$ cat config.mk
export PLATFORM = sky130hd
export DESIGN_NAME = button_event_arbiter
export DESIGN_NICKNAME = d
export VERILOG_FILES = /design/src/rtl/button_event_arbiter_pkg.sv /design/src/rtl/button_event_arbiter_edge_channel.sv /design/src/rtl/button_event_arbiter.sv
export SDC_FILE = /design/constraint.sdc
export NUM_CORES = 1
export LEC_CHECK = 0
export BUFFER_PORTS_ARGS = -buffer_cell sky130_fd_sc_hd__buf_2
export CAP_MARGIN = 15
export CORE_MARGIN = 8
export CORE_UTILIZATION = 55
export CTS_BUF_LIST = sky130_fd_sc_hd__clkbuf_8
export DETAILED_ROUTE_END_ITERATION = 8
export PLACE_DENSITY = 0.85
export SYNTH_ARGS = -nofsm -noshare
export SYNTH_HDL_FRONTEND = slang
export SYNTH_SLANG_ARGS = --single-unit
$ cat constraint.sdc
create_clock -name clk -period 1.99 [get_ports clk]
set_clock_uncertainty 0.2 [all_clocks]
set_input_delay 0 -clock clk [delete_from_list [all_inputs] [get_ports clk]]
set_output_delay 0 -clock clk [all_outputs]
set_load 0.05 [all_outputs]
$ cat src/rtl/button_event_arbiter_pkg.sv
// Shared types and defaults for the button event arbiter.
//   edge_state_t  : per-channel debounce FSM encoding
//   DIV_W_DEFAULT : default sample tick divider width (tick every 2^DIV_W clk)
package button_evt_pkg;

  typedef enum logic [1:0] {
    ZERO   = 2'd0,
    CHANGE = 2'd1,
    ONE    = 2'd2
  } edge_state_t;

  localparam int unsigned DIV_W_DEFAULT = 8;

endpackage

$ cat src/rtl/button_event_arbiter_edge_channel.sv
// One button channel: 2-flop synchronizer, ZERO/CHANGE/ONE debounce FSM
// advanced on sample_tick, and the pending / sticky overflow flags.
// Ports:
//   clk, rst_n   : system clock, async active-low reset
//   btn          : raw asynchronous button level
//   sample_tick  : clock enable for the FSM
//   grant        : arbiter is taking this channel's pending event this cycle
//   ovf_clr      : clears the overflow flag
//   pending      : debounced rising edge latched, not yet granted
//   overflow     : an event arrived while already pending
module edge_channel
  import button_evt_pkg::*;
(
  input  logic clk,
  input  logic rst_n,
  input  logic btn,
  input  logic sample_tick,
  input  logic grant,
  input  logic ovf_clr,
  output logic pending,
  output logic overflow
);

  logic        sync1, sync2;
  edge_state_t state, state_nxt;
  logic        fire;

  always_ff @(posedge clk or negedge rst_n) begin
    if (!rst_n) begin
      sync1 <= 1'b0;
      sync2 <= 1'b0;
    end else begin
      sync1 <= btn;
      sync2 <= sync1;
    end
  end

  always_ff @(posedge clk or negedge rst_n) begin
    if (!rst_n) state <= ZERO;
    else        state <= state_nxt;
  end

  always_comb begin
    state_nxt = state;
    if (sample_tick) begin
      case (state)
        ZERO:    state_nxt = sync2 ? CHANGE : ZERO;
        CHANGE:  state_nxt = sync2 ? ONE    : ZERO;
        ONE:     state_nxt = sync2 ? ONE    : ZERO;
        default: state_nxt = ZERO;
      endcase
    end
  end

  always_comb begin
    fire = sample_tick && (state == CHANGE) && sync2;
  end

  // A new event beats a same-cycle grant: the request stays pending and
  // is not counted as an overflow, since the old one is being consumed.
  always_ff @(posedge clk or negedge rst_n) begin
    if (!rst_n) begin
      pending  <= 1'b0;
      overflow <= 1'b0;
    end else begin
      if (fire)       pending <= 1'b1;
      else if (grant) pending <= 1'b0;

      if (fire && pending && !grant) overflow <= 1'b1;
      else if (ovf_clr)              overflow <= 1'b0;
    end
  end

endmodule

$ cat src/rtl/button_event_arbiter.sv
// Debounced push-button event arbiter.
// Per-channel debounce/pending logic lives in edge_channel; this level holds
// the sample tick divider, the round-robin arbiter and the event register.
// Ports:
//   clk, rst_n           : system clock, async active-low reset
//   btn_in[N_REQ]        : raw button levels
//   evt_ready            : consumer accepts the presented event
//   ovf_clr              : one-cycle pulse clearing all overflow bits
//   evt_valid, evt_id    : registered event port
//   pending[N_REQ]       : per-channel latched, not-yet-granted events
//   overflow[N_REQ]      : sticky per-channel overflow flags
module button_event_arbiter
  import button_evt_pkg::*;
#(
  parameter int unsigned N_REQ = 4,
  parameter int unsigned DIV_W = DIV_W_DEFAULT,
  parameter int unsigned ID_W  = $clog2(N_REQ)
) (
  input  logic             clk,
  input  logic             rst_n,
  input  logic [N_REQ-1:0] btn_in,
  input  logic             evt_ready,
  input  logic             ovf_clr,
  output logic             evt_valid,
  output logic [ID_W-1:0]  evt_id,
  output logic [N_REQ-1:0] pending,
  output logic [N_REQ-1:0] overflow
);

  logic [DIV_W-1:0] tick_cnt;
  logic             sample_tick;
  logic [ID_W-1:0]  last_grant;
  logic [ID_W-1:0]  winner;
  logic             found;
  logic             slot_free;
  logic [N_REQ-1:0] grant;
  int unsigned      idx;

  always_ff @(posedge clk or negedge rst_n) begin
    if (!rst_n) tick_cnt <= '0;
    else        tick_cnt <= tick_cnt + 1'b1;
  end

  always_comb begin
    sample_tick = &tick_cnt;
  end

  for (genvar g = 0; g < N_REQ; g++) begin : g_ch
    edge_channel u_ch (
      .clk         (clk),
      .rst_n       (rst_n),
      .btn         (btn_in[g]),
      .sample_tick (sample_tick),
      .grant       (grant[g]),
      .ovf_clr     (ovf_clr),
      .pending     (pending[g]),
      .overflow    (overflow[g])
    );
  end

  always_comb begin
    slot_free = !evt_valid || evt_ready;
  end

  // Search starts one past the last winner and wraps, so the most recently
  // served channel is considered last.
  always_comb begin
    winner = '0;
    found  = 1'b0;
    idx    = '0;
    for (int unsigned k = 1; k <= N_REQ; k++) begin
      idx = int'(last_grant) + k;
      if (idx >= N_REQ) idx = idx - N_REQ;
      if (!found && pending[idx[ID_W-1:0]]) begin
        found  = 1'b1;
        winner = idx[ID_W-1:0];
      end
    end
  end

  always_comb begin
    grant = '0;
    if (slot_free && found) grant[winner] = 1'b1;
  end

  always_ff @(posedge clk or negedge rst_n) begin
    if (!rst_n) begin
      evt_valid  <= 1'b0;
      evt_id     <= '0;
      last_grant <= ID_W'(N_REQ - 1);
    end else if (slot_free) begin
      if (found) begin
        evt_valid  <= 1'b1;
        evt_id     <= winner;
        last_grant <= winner;
      end else begin
        evt_valid  <= 1'b0;
      end
    end
  end

endmodule
# Word level (Yosys, flattened, before mapping)
# Cells that the tools add are included.
totals:
  register_bits: 37
  in_bits: 8
  out_inout_bits: 11
classes:
  add_sub_neg: 9
  n_lt_le_gt_ge: 10
  n_eq_ne: 8
  mux: 49
  reduce_logical: 48
op_table:
  columns: ["operator", "n"]
  rows:
  - ["1-bit 2-to-1 mux", 27]
  - ["2-bit 2-to-1 mux", 12]
  - ["1-bit logical AND", 21]
  - ["2-bit one-hot mux with 2 select lines", 4]
  - ["2-bit nonzero test", 8]
  - ["2-bit by 3-bit less-than comparator with 1-bit output (second input constant)", 5]
  - ["3-bit greater-or-equal comparator (second input constant)", 3]
  - ["8-bit by 1-bit adder with 8-bit output (second input constant)", 1]
  - ["1-bit binary-select mux with 2-bit select", 4]
  - ["2-bit by 1-bit == test with 1-bit output (second input constant)", 4]
  - ["2-bit == test (second input constant)", 4]
  - ["1-bit logical NOT", 8]
  - ["2-bit logical NOT", 4]
  - ["8-bit AND reduction", 1]
  - ["2-bit OR reduction", 4]
  - ["2-bit by 1-bit subtractor with 2-bit output (second input constant)", 4]
  - ["2-bit by 2-bit adder with 3-bit output (second input constant)", 2]
  - ["2-bit by 3-bit adder with 4-bit output (second input constant)", 1]
  - ["4-bit by 3-bit greater-or-equal comparator with 1-bit output (second input constant)", 1]
  - ["4-bit 2-to-1 mux", 1]
  - ["2-bit by 1-bit adder with 3-bit output (second input constant)", 1]
  - ["1-bit demux with 2-bit select", 1]
  - ["2-bit by 1-bit greater-or-equal comparator with 1-bit output (second input constant)", 1]
  - ["2-bit AND reduction", 1]
  - ["1-bit logical OR", 1]

# Depth between registers and ports, before layout
logic_depth:
  ltp_word: 23
  depth_mapped: 8
  depth_no_buf: 6

# Modules after synthesis
# A second synthesis with hierarchy kept.
hier_totals:
  hier_cells: 138
  area_unflattened_um2: 1662.8
by_module_without_submodules:
  columns: ["mod", "n_inst", "cells_each", "area_per_inst_um2", "seq_area_each_um2"]
  rows:
  - ["edge_channel", 4, 20, 255.2, 150.1]
  - ["button_event_arbiter", 1, 58, 641.9, 327.8]

# Worst setup path before layout
# No wires, ideal clock.
synth_timing:
  kind: "register -> register"
  startpoint: "reg evt_valid"
  endpoint: "reg g_ch[3].u_ch.overflow"
  setup_ns: 0.131
  arrival_time_ns: 1.431
  slack_ns: 0.228
  stages_incl_launch_ff: 6
  path_buffers: 0
  synth_period_minus_slack_ns: 1.762
  cell_sequence: "dfrtp_1 > and2b_1 > a311oi_1 > nand2b_1 > o21ai_0 > o22ai_1"
synth_between:
  elab_chain_cells: 7
  elab_cells_between_ends: 8
synth_lines:
  columns: ["item", "line", "text"]
  rows:
  - ["start, declared", "button_event_arbiter.sv:24", "output logic evt_valid,"]
  - ["start signal, assigned", "button_event_arbiter.sv:88", "evt_valid <= 1'b0;"]
  - ["start signal, assigned", "button_event_arbiter.sv:93", "evt_valid <= 1'b1;"]
  - ["start signal, assigned", "button_event_arbiter.sv:97", "evt_valid <= 1'b0;"]
  - ["1-bit logical NOT *", "button_event_arbiter.sv:62", "slot_free = !evt_valid || evt_ready;"]
  - ["1-bit logical OR *", "button_event_arbiter.sv:62", null]
  - ["1-bit logical AND *", "button_event_arbiter.sv:83", "if (slot_free && found) grant[winner] = 1'b1;"]
  - ["4-bit 2-to-1 mux *", "button_event_arbiter.sv:83", null]
  - ["1-bit logical NOT *", "button_event_arbiter_edge_channel.sv:69", "if (fire && pending && !grant) overflow <= 1'b1;"]
  - ["1-bit logical AND *", "button_event_arbiter_edge_channel.sv:69", null]
  - ["1-bit 2-to-1 mux or 2-bit nonzero test (tied branches)", null, null]
  - ["end signal, assigned", "button_event_arbiter_edge_channel.sv:64", "overflow <= 1'b0;"]
  - ["end signal, assigned", "button_event_arbiter_edge_channel.sv:69", null]
  - ["end signal, assigned", "button_event_arbiter_edge_channel.sv:70", "else if (ovf_clr) overflow <= 1'b0;"]
  - ["end, declared", "button_event_arbiter_edge_channel.sv:21", "output logic overflow"]
# Every way passes the cells marked *; elsewhere a longest branch is shown, timed or not.
# A chain may end at the register's enable or synchronous reset.

# Final worst setup path
layout_timing:
  startpoint: "reg last_grant[1]"
  endpoint: "reg g_ch[0].u_ch.overflow"
layout_between:
  elab_chain_cells: 23
  elab_cells_between_ends: 49
layout_lines:
  columns: ["item", "line", "text"]
  rows:
  - ["start, declared", "button_event_arbiter.sv:32", "logic [ID_W-1:0] last_grant;"]
  - ["start signal, assigned", "button_event_arbiter.sv:90", "last_grant <= ID_W'(N_REQ - 1);"]
  - ["start signal, assigned", "button_event_arbiter.sv:95", "last_grant <= winner;"]
  - ["2-bit by 1-bit adder with 3-bit output", "button_event_arbiter.sv:72", "idx = int'(last_grant) + k;"]
  - ["3-bit greater-or-equal comparator or 2-bit by 1-bit subtractor with 2-bit output (tied branches)", "button_event_arbiter.sv:73", "if (idx >= N_REQ) idx = idx - N_REQ;"]
  - ["2-bit 2-to-1 mux", "button_event_arbiter.sv:73", null]
  - ["1-bit binary-select mux with 2-bit select", "button_event_arbiter.sv:74", "if (!found && pending[idx[ID_W-1:0]]) begin"]
  - ["1-bit 2-to-1 mux (implied by the code)", "button_event_arbiter.sv:74", null]
  - ["1-bit 2-to-1 mux", "button_event_arbiter.sv:74", null]
  - ["1-bit logical NOT", "button_event_arbiter.sv:74", null]
  - ["1-bit logical AND", "button_event_arbiter.sv:74", null]
  - ["(+7 left out)", null, null]
  - ["2-bit by 3-bit less-than comparator with 1-bit output (implied by the code) or 2-bit by 1-bit greater-or-equal comparator with 1-bit output (tied branches)", "button_event_arbiter.sv:83", null]
  - ["1-bit logical AND (implied by the code)", "button_event_arbiter.sv:83", null]
  - ["1-bit 2-to-1 mux (implied by the code)", "button_event_arbiter.sv:83", null]
  - ["1-bit demux with 2-bit select", "button_event_arbiter.sv:83", null]
  - ["4-bit 2-to-1 mux *", "button_event_arbiter.sv:83", null]
  - ["1-bit logical NOT *", "button_event_arbiter_edge_channel.sv:69", null]
  - ["1-bit logical AND *", "button_event_arbiter_edge_channel.sv:69", null]
  - ["1-bit 2-to-1 mux or 2-bit nonzero test (tied branches)", null, null]
  - ["end signal, assigned", "button_event_arbiter_edge_channel.sv:64", null]
  - ["end signal, assigned", "button_event_arbiter_edge_channel.sv:69", null]
  - ["end signal, assigned", "button_event_arbiter_edge_channel.sv:70", null]
  - ["end, declared", "button_event_arbiter_edge_channel.sv:21", null]
# Every way passes the cells marked *; elsewhere a longest branch is shown, timed or not. The select of a mux whose other input is x is not followed.

==> metrics.md <==
| Metric | Value |
|---|---|
| Initial antenna violation count | 0 |
| Share of post-route cells with drive strength above 1 | 0.198 |
| Worst setup margin | approximately 180 ps |
| Setup crit end kind | flip-flop |
| Bufs on Longest Clock Path | 2 |
| GP Congestion | around 0.95 |
| Crit path max fanout | 7 |
| Sequential area share after synthesis | 0.550 |
| WL/cell | ~14 um |
| H-tree depth | 2 |
| Distinct cells, synth | 29 |
| Commonest non-fill, non-tap cell in the layout | dfrtp_1 |
| Synth warnings | 0 |
| P_sw | ~0.00069 W |
| Port-buffer cells | 18 |
| Final setup fails | 0 |
| Post-CTS setup buffers | 0 |
| Switch share | 0.350 |
| DRC viols | 0 |
| Num CTS Buffers | 5 |
| Drt first pass iters | 4 |
| CTS tree | done |
| Final hold viol count | 0 |
| Largest net degree at the start of global routing | 38 |
| Clock slew at reported path FFs | about 70 ps |
| Die Height | 71.4 um |
| RR Startpoint | last_grant[1] |
| Crit start category | flip-flop |
| Slew Limit Fails | 0 |
| Row cnt | 20 |
| P&R area growth vs syn | 12.3% |
| Post-synthesis cell area | between 1500 and 2000 um2 |
| DRT iter0 DRCs | 35 |
| Worst Max-Slew Pin Slew | 779 ps |
| Die area | 5090 um2 |
| Status | completed |
| Part of the cycle the worst path needs | 0.911 |
| CP required | between 1500 and 2000 ps |
| Number of global-route vias before repair | approximately 1200 |
| Place WS | around 120 ps |
| Rel. slew slack | 0.480 |
| DP HPWL | 2.13 mm |
| Maximum clock rate | 551 MHz |
| Int Power | 0.00129 W |
| Period minus WS final | approximately 1800 ps |
| Combinational share of power | 0.280 |
| First-pass GRT wire length | between 5 and 6 mm |
| Final Util | 0.636 |
| Core ar. | ~3000 um2 |
| Most frequent cells in the layout | 35 x dfrtp_1, 18 x buf_2, 17 x inv_1, 13 x nand2_1, 13 x ha_1 |
| GR Util met1 | 0.142 |
| Gr busiest metal | met2 |
| M2 GR Usage | 0.216 |
| RSZ-0062 raised after global routing | false |
| Critical path class | reg -> reg |
| Gr usage total | 0.129 |
| Slowest CP cell | dfstp_2 |
| Sequential share of power | 0.463 |
| Cells along the critical path | mux2i_1, o22a_1, o21ai_1, o31ai_2, o22ai_1 |
| DR vias/cell | 5.42 |
| Crit path largest cell delay | ~590 ps |
| Vias post-DR | 1112 |
| HP Start | evt_ready |
| Critical Path Start | last_grant[1] |
| Seq cells post-synth | 37 |
| Placed inst area | between 1500 and 2000 um2 |
| Final WL | between 2 and 3 mm |
| Final TNS setup | 0 ps |
| Met3 usage | 0.0558 |
| Starting density of the core | 0.566 |
| Clock power share | 0.257 |
| Syn_area_per_cell | approximately 11 um2 |
| Clock tree root driver cell | clkbuf_8 |
| Max-cap violation count | 0 |
| Max VDD drop | approximately 500 uV |
| Leakage power | about 0.93 nW |
| GR Overflow Total | 0 |
| NumNets Final | between 150 and 200 |
| Power Density | approximately 1000 nW/um2 |
| DRT antenna net count | 0 |
| Clk Latency, worst-skew pair | ~280 ps |
| Total I/O pin count | 19 |
| Cells after synthesis | about 150 |
| Sink Count | 37 |
| Ant diodes | 0 |
| Cell area after layout | 1890 um2 |
| Die W | between 70 and 80 um |
| Synth Net Count | between 150 and 200 |
| Critical path arrival | 1770 ps |
| Hold WC Path Type | in -> reg |
critical path: cells and delay by family (launching register included):
| kind | cells | cell delay (ps) |
|---|---|---|
| DFF | 1 | 590 |
| AOI/OAI and AO/OA | 4 | 680 |
| muxes | 1 | 210 |
area by class of cell:
type / instances / area, um2
clock buffers: 6 / 82.6
clock inverters: 2 / 7.51
fillers: 240 / 1080
inverters: 15 / 56.3
multi-input cells: 86 / 613
flip-flops and latches: 37 / 928
well taps: 33 / 41.3
repair buffers: 26 / 165
cells in the mapped netlist:
master / n / area [um2]
a21oi_1: 2 / 10.0
nor2_2: 1 / 6.26
a311oi_1: 1 / 8.76
and3_1: 1 / 6.26
o21ai_1: 4 / 20.0
nor2_1: 4 / 15.0
o21ai_0: 6 / 30.0
nand3_1: 12 / 60.1
buf_6: 2 / 22.5
a21o_2: 1 / 8.76
and2b_1: 1 / 7.51
dfstp_2: 2 / 52.6
o22a_1: 1 / 8.76
o21a_1: 1 / 7.51
nand2b_1: 3 / 18.8
o22ai_1: 5 / 31.3
xnor2_1: 3 / 26.3
mux2i_1: 2 / 20.0
xor2_1: 3 / 26.3
nand4b_1: 3 / 26.3
o31ai_2: 2 / 25.0
buf_4: 9 / 67.6
nand3b_1: 2 / 15.0
a21boi_1: 1 / 7.51
ha_1: 13 / 163
nand2_1: 13 / 48.8
dfrtp_1: 35 / 876
a311oi_2: 1 / 15.0
inv_1: 15 / 56.3
power by group through the flow:
stage               Combinational [W]  Clock, W  Sequential (W)
finish                       0.000554  0.000509        0.000916
global route                 0.000610  0.000567        0.000931
CTS                          0.000564  0.000528        0.000915
detailed placement           0.000553         0        0.000930
global placement             0.000536         0        0.000924
floorplan                    0.000373         0         0.00100
layer usage:
layer	vias to the layer above	wire length, um
li1	537	-
met1	543	1240
met2	29	1440
met3	3	193
met4	0	29
met5	-	0
sequential cells by signal, summed over array words and instances, names as in the netlist:
name                flops
evt_id                  2
evt_valid               1
g_ch.u_ch.overflow      4
tick_cnt                8
g_ch.u_ch.sync2         4
last_grant              2
g_ch.u_ch.sync1         4
g_ch.u_ch.state         8
g_ch.u_ch.pending       4
kinds of logic (layout without fill, tap and decap cells):
group,Yosys count,in the layout,synth area share
xor gates and xnor gates,6,6,0.0312
buffers and inverters,26,49,0.0868
and+or+nand+nor,40,40,0.121
adders and majority gates,13,13,0.0964
DFF,37,37,0.550
muxes,2,2,0.0119
AOI/OAI and AO/OA,25,25,0.102
final timing paths:
kind	end	slack, ps	cells after the start
worst max-delay path	g_ch[0].u_ch.overflow	180	5
worst min-delay path	evt_valid	70	3
worst max register to register	g_ch[0].u_ch.overflow	180	5
worst min register to register	g_ch[3].u_ch.sync2	150	0
max in group asynchronous	tick_cnt[2]	960	2
min in group asynchronous	g_ch[0].u_ch.overflow	130	2
repair_timing:
action	in CTS	in global routing
endpoints found under the hold margin	43	0
resized for setup	0	1
hold buffers	6	0
setup endpoints to repair	0	2
metrics by stage:
stage,hold WS (ps),power [W],std cells
after floorplan,-496,0.00138,149
after global placement,-91.5,0.00146,191
after detailed placement,-90.5,0.00148,191
after CTS,63.6,0.00201,205
after global routing,92.6,0.00211,205
final,66.7,0.00198,205
No activity file was read; power rests on OpenSTA's default activity.
